<file path="config.mk">
export PLATFORM = sky130hd
export DESIGN_NAME = ex_mem
export DESIGN_NICKNAME = d
export VERILOG_FILES = /design/src/rtl/ex_mem_pkg.sv /design/src/rtl/ex_mem.sv
export SDC_FILE = /design/constraint.sdc
export NUM_CORES = 1
export LEC_CHECK = 0
export ABC_AREA = 1
export CAP_MARGIN = 20
export CORE_MARGIN = 2
export CORE_UTILIZATION = 35
export DETAILED_ROUTE_END_ITERATION = 8
export GPL_TIMING_DRIVEN = 0
export PLACE_DENSITY = 0.77
export SLEW_MARGIN = 20
export SYNTH_ARGS = -nofsm -noshare
export SYNTH_HDL_FRONTEND = slang
export SYNTH_SLANG_ARGS = --single-unit
</file>
<file path="constraint.sdc">
create_clock -name clk -period 0.8 [get_ports clk]
set_input_delay 0.08 -clock clk [delete_from_list [all_inputs] [get_ports clk]]
set_output_delay 0.08 -clock clk [all_outputs]
set_load 0.05 [all_outputs]
</file>
<file path="src/rtl/ex_mem_pkg.sv">
// ex_mem_pkg: shared defines for the EX/MEM pipeline register.
//   Bus widths, reset/no-op constants, the per-edge action encoding and the
//   packed payload carried from execute to memory (plus madd/msub feedback).
package ex_mem_pkg;

  localparam int unsigned RegBus       = 32;
  localparam int unsigned RegAddrBus   = 5;
  localparam int unsigned DoubleRegBus = 64;
  localparam int unsigned CntBus       = 2;

  localparam logic [RegAddrBus-1:0] NOPRegAddr = RegAddrBus'(0);
  localparam logic [RegBus-1:0]     ZeroWord   = RegBus'(0);

  localparam logic WriteEnable  = 1'b1;
  localparam logic WriteDisable = 1'b0;
  localparam logic RstEnable    = 1'b1;
  localparam logic Stop         = 1'b1;
  localparam logic NoStop       = 1'b0;

  // Non-reset action applied at a clock edge (reset is handled in the flop).
  typedef enum logic [1:0] {
    ACT_FLUSH,
    ACT_BUBBLE,
    ACT_PASS,
    ACT_HOLD
  } ex_mem_act_e;

  // Registered EX/MEM payload.
  typedef struct packed {
    logic [RegAddrBus-1:0]   wd;
    logic                    wreg;
    logic [RegBus-1:0]       wdata;
    logic                    whilo;
    logic [RegBus-1:0]       hi;
    logic [RegBus-1:0]       lo;
    logic [DoubleRegBus-1:0] hilo;
    logic [CntBus-1:0]       cnt;
  } ex_mem_bus_t;

  // Value loaded on reset and on flush; a bubble starts from it as well.
  localparam ex_mem_bus_t BusReset = '{
    wd:    NOPRegAddr,
    wreg:  WriteDisable,
    wdata: ZeroWord,
    whilo: WriteDisable,
    hi:    ZeroWord,
    lo:    ZeroWord,
    hilo:  DoubleRegBus'(0),
    cnt:   CntBus'(0)
  };

endpackage

</file>
<file path="src/rtl/ex_mem.sv">
// ex_mem: EX/MEM pipeline register.
//   Registers the execute-stage GPR and HI/LO write fields for the memory
//   stage, and loops the multi-cycle madd/msub partial product and count back
//   to execute while execute is stalled.
// Ports:
//   clk, rst          rising-edge clock, synchronous active-high reset
//   stall             per-stage stall vector (EX_IDX = execute, MEM_IDX = memory)
//   flush             pipeline flush, present only when EX_MEM_FLUSH_EN is defined
//   ex_wd/wreg/wdata  execute GPR destination, write enable, result
//   ex_whilo/hi/lo    execute HI/LO write enable and values
//   hilo_i, cnt_i     madd/msub partial product and cycle count from execute
//   mem_*             registered GPR and HI/LO fields to memory
//   hilo_o, cnt_o     registered partial product and count back to execute
// Configuration: define EX_MEM_FLUSH_EN to add the flush port and the flush
//   action (priority RESET > FLUSH > BUBBLE > PASS > HOLD).
module ex_mem
  import ex_mem_pkg::*;
#(
  parameter int unsigned STALL_W = 6,
  parameter int unsigned EX_IDX  = 3,
  parameter int unsigned MEM_IDX = 4
) (
  input  logic                    clk,
  input  logic                    rst,
  input  logic [STALL_W-1:0]      stall,
`ifdef EX_MEM_FLUSH_EN
  input  logic                    flush,
`endif
  input  logic [RegAddrBus-1:0]   ex_wd,
  input  logic                    ex_wreg,
  input  logic [RegBus-1:0]       ex_wdata,
  input  logic                    ex_whilo,
  input  logic [RegBus-1:0]       ex_hi,
  input  logic [RegBus-1:0]       ex_lo,
  input  logic [DoubleRegBus-1:0] hilo_i,
  input  logic [CntBus-1:0]       cnt_i,
  output logic [RegAddrBus-1:0]   mem_wd,
  output logic                    mem_wreg,
  output logic [RegBus-1:0]       mem_wdata,
  output logic                    mem_whilo,
  output logic [RegBus-1:0]       mem_hi,
  output logic [RegBus-1:0]       mem_lo,
  output logic [DoubleRegBus-1:0] hilo_o,
  output logic [CntBus-1:0]       cnt_o
);

  ex_mem_act_e act;
  ex_mem_bus_t bus_d;
  ex_mem_bus_t bus_q;

  // Action decode: execute stalled with memory running inserts a bubble.
  always_comb begin
    act = ACT_HOLD;
`ifdef EX_MEM_FLUSH_EN
    if (flush) begin
      act = ACT_FLUSH;
    end else
`endif
    if (stall[EX_IDX] == Stop && stall[MEM_IDX] == NoStop) begin
      act = ACT_BUBBLE;
    end else if (stall[EX_IDX] == NoStop) begin
      act = ACT_PASS;
    end
  end

  // Next-state select for the single register bank.
  always_comb begin
    bus_d = bus_q;
    case (act)
      ACT_FLUSH: bus_d = BusReset;
      ACT_BUBBLE: begin
        // Memory sees a no-op, but the madd/msub accumulation keeps cycling.
        bus_d      = BusReset;
        bus_d.hilo = hilo_i;
        bus_d.cnt  = cnt_i;
      end
      ACT_PASS: begin
        // Instruction advances, so the madd/msub feedback restarts from zero.
        bus_d = '{
          wd:    ex_wd,
          wreg:  ex_wreg,
          wdata: ex_wdata,
          whilo: ex_whilo,
          hi:    ex_hi,
          lo:    ex_lo,
          hilo:  DoubleRegBus'(0),
          cnt:   CntBus'(0)
        };
      end
      default: bus_d = bus_q;
    endcase
  end

  // Register bank with synchronous reset.
  always_ff @(posedge clk) begin
    if (rst == RstEnable) begin
      bus_q <= BusReset;
    end else begin
      bus_q <= bus_d;
    end
  end

  assign mem_wd    = bus_q.wd;
  assign mem_wreg  = bus_q.wreg;
  assign mem_wdata = bus_q.wdata;
  assign mem_whilo = bus_q.whilo;
  assign mem_hi    = bus_q.hi;
  assign mem_lo    = bus_q.lo;
  assign hilo_o    = bus_q.hilo;
  assign cnt_o     = bus_q.cnt;

endmodule

</file>
==> results of run 1 <==
## tightest hold or removal path, delay by kind of cell
family	cells	cell delay (ps)
AO/OA/AOI/OAI	1	110
buffers and inverters	2	350
## layout make-up
class	count	area, um^2
diodes	1	2.502
flip-flops and latches	169	3600
plain buffers	82	540.5
well taps	229	286.5
multi-input cells	507	2465
clock buffers	19	442.9
repair buffers	373	4464
inverters	2	7.507
fillers	1383	5867
clock inverters	13	165.2
## worst paths after layout
kind                         to  slack [ps]
setup / recovery   mem_wdata[8]        -220
hold / removal    mem_wdata[26]         160
setup reg to reg      hilo_o[6]          50
hold reg to reg      mem_lo[17]         470
## routing by layer
layer	global-route usage (%)	wire length, um	part of all wire (%)
met2	41.09	12110	51
met4	10.69	812	3.4
met5	0	0	0
met1	27.35	9391	39
met3	6.997	1654	6.9
## power breakdown
part	leakage (nW)	switching, mW	internal, mW
Clock	0.292	3.55	5.03
Sequential	1.45	0.319	8.84
Combinational	3.01	2.48	2.16
## timing repair
action,4_1_cts,5_1_grt
pin swaps,0,8
setup buffers,14,25
gates cloned,1,0
gates resized for setup,1343,33
endpoints found under the setup margin,338,321
## flip-flops by register name (all words and copies together), names as in the netlist
name / flops
mem_wd: 5
mem_wdata: 32
mem_whilo: 1
hilo_o: 64
mem_lo: 32
mem_wreg: 1
cnt_o: 2
mem_hi: 32
## cells in the final DEF, fill, tap and decap left out
cell type / instances
clkinvlp_4: 3
buf_4: 44
clkbuf_16: 17
clkbuf_8: 1
nand3_2: 6
clkdlybuf4s50_1: 169
buf_8: 160
a21oi_1: 162
bufinv_16: 3
a21oi_2: 7
dfxtp_4: 2
nand2_1: 103
buf_6: 29
diode_2: 1
clkinv_2: 3
clkbuf_1: 12
inv_6: 3
dfxtp_2: 167
nand3_1: 229
inv_8: 1
inv_2: 2
clkbuf_2: 9
buf_2: 32
clkbuf_4: 1
## cells by family after synthesis
group	count (synthesis)	synth area share [%]
DFF	169	53.70
buffers and inverters	84	8.063
and+or+nand+nor	338	24.81
AOI/OAI and AO/OA	169	13.43
## metrics by stage
stage	worst slack (ps)	cell area [um^2]	hold slack (ps)	setup TNS, ps
after floorplan	4.719	6519	220.2	0
after global placement	-783.3	10200	444.9	-179850
after detailed placement	-779.9	10200	452.1	-181850
after CTS	-240.3	11710	143.4	-36180
after global routing	-247.0	11970	182.5	-38300
final	-223.0	11970	164.8	-33420
==> results_dict.tcl, run 1 <==
set metrics [dict create \
    status "finished, violations left" \
    violations "negative setup slack" \
    hold_depth 3 \
    die_w_um 138.2 \
    critPathLaunch "mem_wdata[8]" \
    fp-row-count 49 \
    crit_fanout 2 \
    drt_iter0_drc 349 \
    area_delta_synth_final_pct 90.07 \
    synthCells 760 \
    setup-violations-final 169 \
    mappedNetlistNets 937 \
    path_clk_slew_ps 70 \
    drc 0 \
    synth_edf_count 0 \
    stdcell_count 1395 \
    drive_above_1_share_pct 42.06 \
    min_path_type "in2reg" \
    avgSynthCellArea_um2 8.289 \
    place_congestion 0.8243 \
    slowest_delay_ps 360 \
    cellPowerDensity_nw_per_um2 1870 \
    hold_buffers 0 \
    synth.largest_area_cell "dfxtp_1" \
    drt_wl_total_um 23970 \
    yosysTopAreaCellShare_pct 53.70 \
    synth_async_sr_flop_share_pct 0 \
    period_share_pct 127.9 \
    fin_total_pwr_mw 22.39 \
    irDropWorstVdd_mv 1.554 \
    dp_cells 1328 \
    ant_nets 0 \
    cp_data_arrival_time_ps 940 \
    crit_cells 1 \
    maxCapViolations 0 \
    port_buffers 339 \
    slew_headroom_pct 67.42 \
    rr_startpoint "hilo_o[6]" \
    first_pass_iters 5 \
    numCtsBuffers 17 \
    syn_area_um2 6300 \
    tightest_slew_ps 488.7 \
    vias 7072 \
    synth_flop_cell "dfxtp_1" \
    min_from "rst" \
    fp.dieArea_um2 19090 \
    path_class "reg2out" \
    max_freq_mhz 977.5 \
    ys_seq_area_share_pct 53.70 \
    crit_required_ps 720 \
    vias_per_cell 5.070 \
    synth.cells.most_frequent "nand3_1, a21oi_1, dfxtp_1, nand2_1, buf_2" \
    post_drt_wl_per_cell_um 17.18 \
    dpl.hpwl_um 16830 \
    grt_overflow 0 \
    grt_first_pass_wirelength_um 36430 \
    synth_most_common_cell "nand3_1" \
    finalHoldViolCount 0 \
    fin_nets 1329 \
    leakage_nw 4.761 \
    final_util_pct 67.12 \
    start_util_pct 35.31 \
    worst_r2r_path_depth 3 \
    grt_max_degree 17 \
    ctsRootBufferMaster "clkbuf_16" \
    slowest_stage "dfxtp_2" \
    antenna_found_initial 1 \
    crit_path_cell_trace "buf_8" \
    rsz0062_at_grt "yes" \
    grt_pass1_vias 6939 \
    critPathBufInv 1 \
    die_y_um 138.2 \
    h-tree-depth 4 \
    skew_ps 0 \
    ioPinCount 346 \
    worst_slack_ps -223.0 \
    cts_sinks 169 \
    synth-seq-cells 169 \
    critical-path-top-delay-family "flip-flops" \
    yosys_warnings 0 \
    clkLatencyLatePin_ps 420 \
    critPathLaunchType "flop" \
    end_kind "output port" \
    fin_crit_ps 1023 \
    ys_top_cells_by_area "dfxtp_1, nand3_1, a21oi_1" \
    cts_tree "done" \
    slew_violations 0 \
    synth_cell_type_count 10 \
    clockBufferDepth 2 \
    core_area_um2 17840 \
    track_usage_pct 23.82 \
]
No activity file was read; power rests on OpenSTA's default activity.
==> run 2: changes to the inputs <==
--- a/config.mk
+++ b/config.mk
@@ -7,3 +7,2 @@
 export LEC_CHECK = 0
-export ABC_AREA = 1
 export CAP_MARGIN = 20
@@ -12,4 +11,4 @@
 export DETAILED_ROUTE_END_ITERATION = 8
-export GPL_TIMING_DRIVEN = 0
-export PLACE_DENSITY = 0.77
+export GPL_TIMING_DRIVEN = 1
+export PLACE_DENSITY = 0.76
 export SLEW_MARGIN = 20
==> constraint.sdc (replaced) <==
create_clock -name clk -period 0.8 [get_ports clk]
set_input_delay 0.16 -clock clk [delete_from_list [all_inputs] [get_ports clk]]
set_output_delay 0.16 -clock clk [all_outputs]
set_load 0.05 [all_outputs]
==> run 2 against run 1 <==
Against the previous run:
- the run still ends with negative setup slack left
- critical path depth unchanged
- maximum frequency fell by 5.8%
- first-iteration DRC count decreased by 42%
- setup slack got worse by 64 ps
- clock skew unchanged
- synthesized cell count down 12%
- wire length decreased by 12%
- critical endpoint is now hilo_o[61]
- highest routed layer unchanged
==> results_dict.tcl, run 2 <==
set metrics [dict create \
    status "finished, violations left" \
    violations "negative setup slack" \
    area_delta_synth_final_pct 99.18 \
    post_drt_wl_per_cell_um 16.71 \
    track_usage_pct 20.76 \
    core_area_um2 17900 \
    period_share_pct 135.8 \
    grt_max_degree 65 \
    final_cell_mix "buf_12, clkdlybuf4s50_1, dfxtp_2" \
    place_congestion 0.7608 \
    ctsRootBufferMaster "clkbuf_16" \
    synth_flop_cell "dfxtp_1" \
    critPathLaunch "hilo_o[61]" \
    worst_slack_ps -286.5 \
    grt_pass1_vias 6049 \
    critPathLaunchType "flop" \
    yosys_warnings 0 \
    fin_nets 1193 \
    leakage_nw 5.028 \
    drt_wl_total_um 21020 \
    grt_overflow 0 \
    stdcell_count 1258 \
    rsz0062_at_grt "yes" \
    synthCells 672 \
    path_class "reg2out" \
    path_clk_slew_ps 70 \
    end_kind "output port" \
    cts_sinks 169 \
    slew_headroom_pct 84.10 \
    drt_iter0_drc 204 \
    mostFrequentLayoutCell "buf_12" \
    clkLatencyLatePin_ps 420 \
    drc 0 \
    yosysTopAreaCellShare_pct 53.10 \
    place_ws_ps -230.9 \
    min_from "rst" \
    crit_path_cell_trace "buf_12" \
    clockBufferDepth 2 \
    slowest_stage "dfxtp_4" \
    maxCapViolations 0 \
    synth.cells.most_frequent "dfxtp_1, a21oi_1, nand2b_1, nand3_1" \
    synth_async_sr_flop_share_pct 0 \
    slowest_delay_ps 360 \
    ant_nets 0 \
    slew_violations 0 \
    die_y_um 138.9 \
    avgSynthCellArea_um2 9.481 \
    synth.largest_area_cell "dfxtp_1" \
    crit_fanout 2 \
    max_freq_mhz 920.4 \
    n_antenna_cell 0 \
    grt_first_pass_wirelength_um 32020 \
    cts_tree "done" \
    min_path_type "in2reg" \
    fin_crit_ps 1086 \
    place_area_um2 11950 \
    vias 6111 \
    skew_ps 0 \
    synth_cell_type_count 12 \
    cp_data_arrival_time_ps 930 \
    ys_seq_area_share_pct 53.10 \
    ys_top_cells_by_area "dfxtp_1, mux2i_1, nand2b_1" \
    antenna_found_initial 0 \
    start_util_pct 35.59 \
    setup-violations-final 169 \
    synth-seq-cells 169 \
    die_w_um 138.9 \
    fp-row-count 49 \
    critical-path-top-delay-family "flip-flops" \
    cellPowerDensity_nw_per_um2 1730 \
    port_buffers 341 \
    hold_buffers 0 \
    first_pass_iters 4 \
    syn_area_um2 6371 \
    tightest_slew_ps 238.5 \
    synth_most_common_cell "dfxtp_1" \
    numCtsBuffers 17 \
    fp.dieArea_um2 19300 \
    finalHoldViolCount 0 \
    h-tree-depth 4 \
    ioPinCount 346 \
    dpl.hpwl_um 15830 \
    synth_edf_count 0 \
    crit_required_ps 640 \
    mappedNetlistNets 849 \
    largest_reg_flops 64 \
    dp_cells 1207 \
    design_area_um2 12690 \
    critPathBufInv 1 \
    final_util_pct 70.88 \
    irDropWorstVdd_mv 1.479 \
    vias_per_cell 4.858 \
    drive_above_1_share_pct 41.01 \
    rr_startpoint "mem_hi[3]" \
]
-- run 2: cells by family after synthesis --
logic type	synth area share, %
and+or+nand+nor	22.31
DFF	53.10
AOI/OAI and AO/OA	8.091
muxes	10.37
buffers and inverters	6.127
-- run 2: layout make-up --
class,instances,area (um^2)
clock buffers,19,442.9
clock inverters,13,112.6
fillers,1230,5213
well taps,229,286.5
repair buffers,386,5622
multi-input cells,442,2614
flip-flops and latches,169,3612
-- run 2: layer usage --
metal  part of all wire (%)  track usage, %
met1                     39           22.90
met3                    8.5           7.562
met5                      0               0
met2                     50           36.58
met4                    2.5           7.762
-- run 2: worst paths after layout --
check	to	slack (ps)	cells past startpoint
max	hilo_o[61]	-290	1
min	mem_lo[4]	110	3
max reg2reg	mem_hi[3]	0	4
min reg2reg	mem_hi[8]	480	2
-- run 2: timing repair --
item	CTS	global route
gates resized for setup	3	10
setup endpoints to repair	169	172
pin swaps	0	2
cloned	0	0
setup buffers	12	9
-- run 2: power by group --
group / switching (mW) / leakage, nW / internal [mW]
Sequential: 0.375 / 1.46 / 8.83
Clock: 3.66 / 0.268 / 4.15
Combinational: 2.28 / 3.30 / 2.66
-- run 2: metrics by stage --
stage / hold slack [ps] / TNS (ps) / power (mW)
global route: 106.7 / -50540 / 22.68
detailed placement: 473.6 / -26130 / 14.31
floorplan: 301.1 / -2531 / 11.55
global placement: 466.8 / -22220 / 14.22
finish: 106.8 / -45440 / 21.96
CTS: 94.47 / -48690 / 22.14
==> run 3: changes to the inputs <==
==> constraint.sdc (replaced) <==
create_clock -name clk -period 0.8 [get_ports clk]
set_input_delay 0.24 -clock clk [delete_from_list [all_inputs] [get_ports clk]]
set_output_delay 0.24 -clock clk [all_outputs]
set_load 0.05 [all_outputs]
==> run 3 against run 2 <==
Against the previous run:
- the run still ends with negative setup slack left
- cell area is 1.3% higher
- critical path depth stayed put
- die area stayed put
- first-iteration DRC count is 1.5% higher
- setup slack worse by 90 ps
- clock-buffer cell count is 1 higher
- register-to-register slack hardly changed
- critical endpoint is now hilo_o[14]
- highest routed layer unchanged
==> results_dict.tcl, run 3 (synthesis results as in run 2) <==
set metrics [dict create \
    antenna_found_initial 0 \
    ioPinCount 346 \
    setup-violations-final 169 \
    critPathLaunch "hilo_o[14]" \
    cts_sinks 169 \
    maxCapViolations 0 \
    use_met2_pct 38.81 \
    critPathLaunchType "flop" \
    irDropWorstVdd_mv 1.622 \
    max_freq_mhz 850.3 \
    clockBufferDepth 2 \
    h-tree-depth 4 \
    start_util_pct 35.59 \
    final_cell_mix "buf_12, clkdlybuf4s50_1, dfxtp_2" \
    rsz0062_at_grt "yes" \
    mostFrequentLayoutCell "buf_12" \
    path_class "reg2out" \
    cp_data_arrival_time_ps 940 \
    multi_input_area_um2 2610 \
    die_y_um 138.9 \
    area_delta_synth_final_pct 101.8 \
    cts_tree "done" \
    track_usage_pct 21.19 \
    status "finished, violations left" \
    setup_tns_ps -58910 \
    worst_r2r_path_depth 4 \
    slowest_stage "dfxtp_4" \
    largest_reg_flops 64 \
    hold_buffers 0 \
    fill_cells 1233 \
    finalHoldViolCount 0 \
    slowest_delay_ps 380 \
    numCtsBuffers 17 \
    rr_startpoint "mem_lo[3]" \
    skew_ps 0 \
    fp-row-count 49 \
    slew_violations 0 \
    first_pass_iters 5 \
    drc 0 \
    min_path_type "in2reg" \
    tightest_slew_ps 221.1 \
    ant_nets 0 \
    dpl.hpwl_um 15850 \
    stdcell_count 1262 \
    slew_headroom_pct 85.26 \
    fp.dieArea_um2 19300 \
    crit_cells 1 \
    critPathBufInv 1 \
    crit_fanout 2 \
    violations "negative setup slack" \
    clkLatencyLatePin_ps 420 \
    use_met1_pct 22.34 \
    vias 6130 \
    fin_nets 1199 \
    use_met3_pct 8.425 \
    dp_cells 1214 \
    leakage_nw 5.115 \
    path_clk_slew_ps 60 \
    core_area_um2 17900 \
    period_share_pct 147.0 \
    grt_overflow 0 \
    drt_wl_total_um 21140 \
    cellPowerDensity_nw_per_um2 1790 \
    fin_crit_ps 1176 \
    regArea_um2 3617 \
    top_usage_layer "met2" \
    rr_endpoint "mem_lo[3]" \
    grt_first_pass_wirelength_um 32600 \
    port_buffers 341 \
    grt_pass1_vias 6283 \
    die_w_um 138.9 \
    place_ws_ps -264.1 \
    r2r_slack_ps 0 \
    n_antenna_cell 0 \
    critical-path-top-delay-family "flip-flops" \
    drive_above_1_share_pct 41.14 \
    grt_max_degree 45 \
    place_congestion 0.8006 \
    cp-endpoint "hilo_o[14]" \
    crit_path_cell_trace "buf_12" \
    ctsRootBufferMaster "clkbuf_16" \
    worst_slack_ps -376.0 \
    drt_iter0_drc 207 \
    vias_per_cell 4.857 \
    post_drt_wl_per_cell_um 16.75 \
    crit_required_ps 560 \
    end_kind "output port" \
]
run 3: cell count changes in the layout (fill, tap and decap cells not counted), moves of 2 or more:
cell / change
clkinv_4: -3
buf_4: +3
dfxtp_2: -2
buf_6: -2
inv_8: -2
buf_12: +5
dfxtp_4: +2
bufinv_16: +4
run 3: routing by layer:
metal / wire length (um) / vias up
met2: 11080 / 250
li1: - / 2954
met3: 1754 / 35
met1: 7916 / 2891
met5: 0 / -
met4: 388 / 0
run 3: worst min path at each step:
stage                          start          to  cells past startpoint  slack [ps]
after floorplan             ex_wd[0]   mem_wd[0]                      2         380
after global placement     mem_hi[4]   mem_hi[4]                      2         470
after detailed placement  mem_lo[29]  mem_lo[29]                      2         480
after CTS                   stall[3]  mem_lo[31]                      3         190
after global routing        stall[3]  mem_lo[31]                      3         220
final                       stall[3]  mem_lo[31]                      3         220
run 3: metrics by stage:
stage	instance area, um^2	total power, mW	hold slack (ps)	util [%]
after global routing	12860	23.85	222.3	71.83
after CTS	12770	23.24	193.4	71.33
after floorplan	6681	11.53	381.1	-
final	12860	23.02	218.5	71.83
after global placement	12070	14.29	471.1	67.40
after detailed placement	12070	14.37	476.6	67.40
run 3: layout make-up:
class                   instances  area share, %
repair buffers                392          44.49
flip-flops and latches        169          28.13
multi-input cells             442          20.30
clock buffers                  20          3.551
well taps                     229          2.228
clock inverters                10          1.304
run 3: where the power goes:
part | leakage [nW] | internal (mW) | total (mW) | switching [mW]
clock | 0.303 | 5.39 | 8.81 | 3.42
combinational | 3.36 | 2.71 | 5.00 | 2.30
sequential | 1.46 | 8.83 | 9.21 | 0.379
total | 5.11 | 16.9 | 23.0 | 6.09
run 3: timing repair:
item / in CTS / in global routing
resized for setup: 5 / 7
endpoints found under the setup margin: 169 / 169
cloned: 0 / 0
pin swaps: 0 / 1
setup buffers: 9 / 9
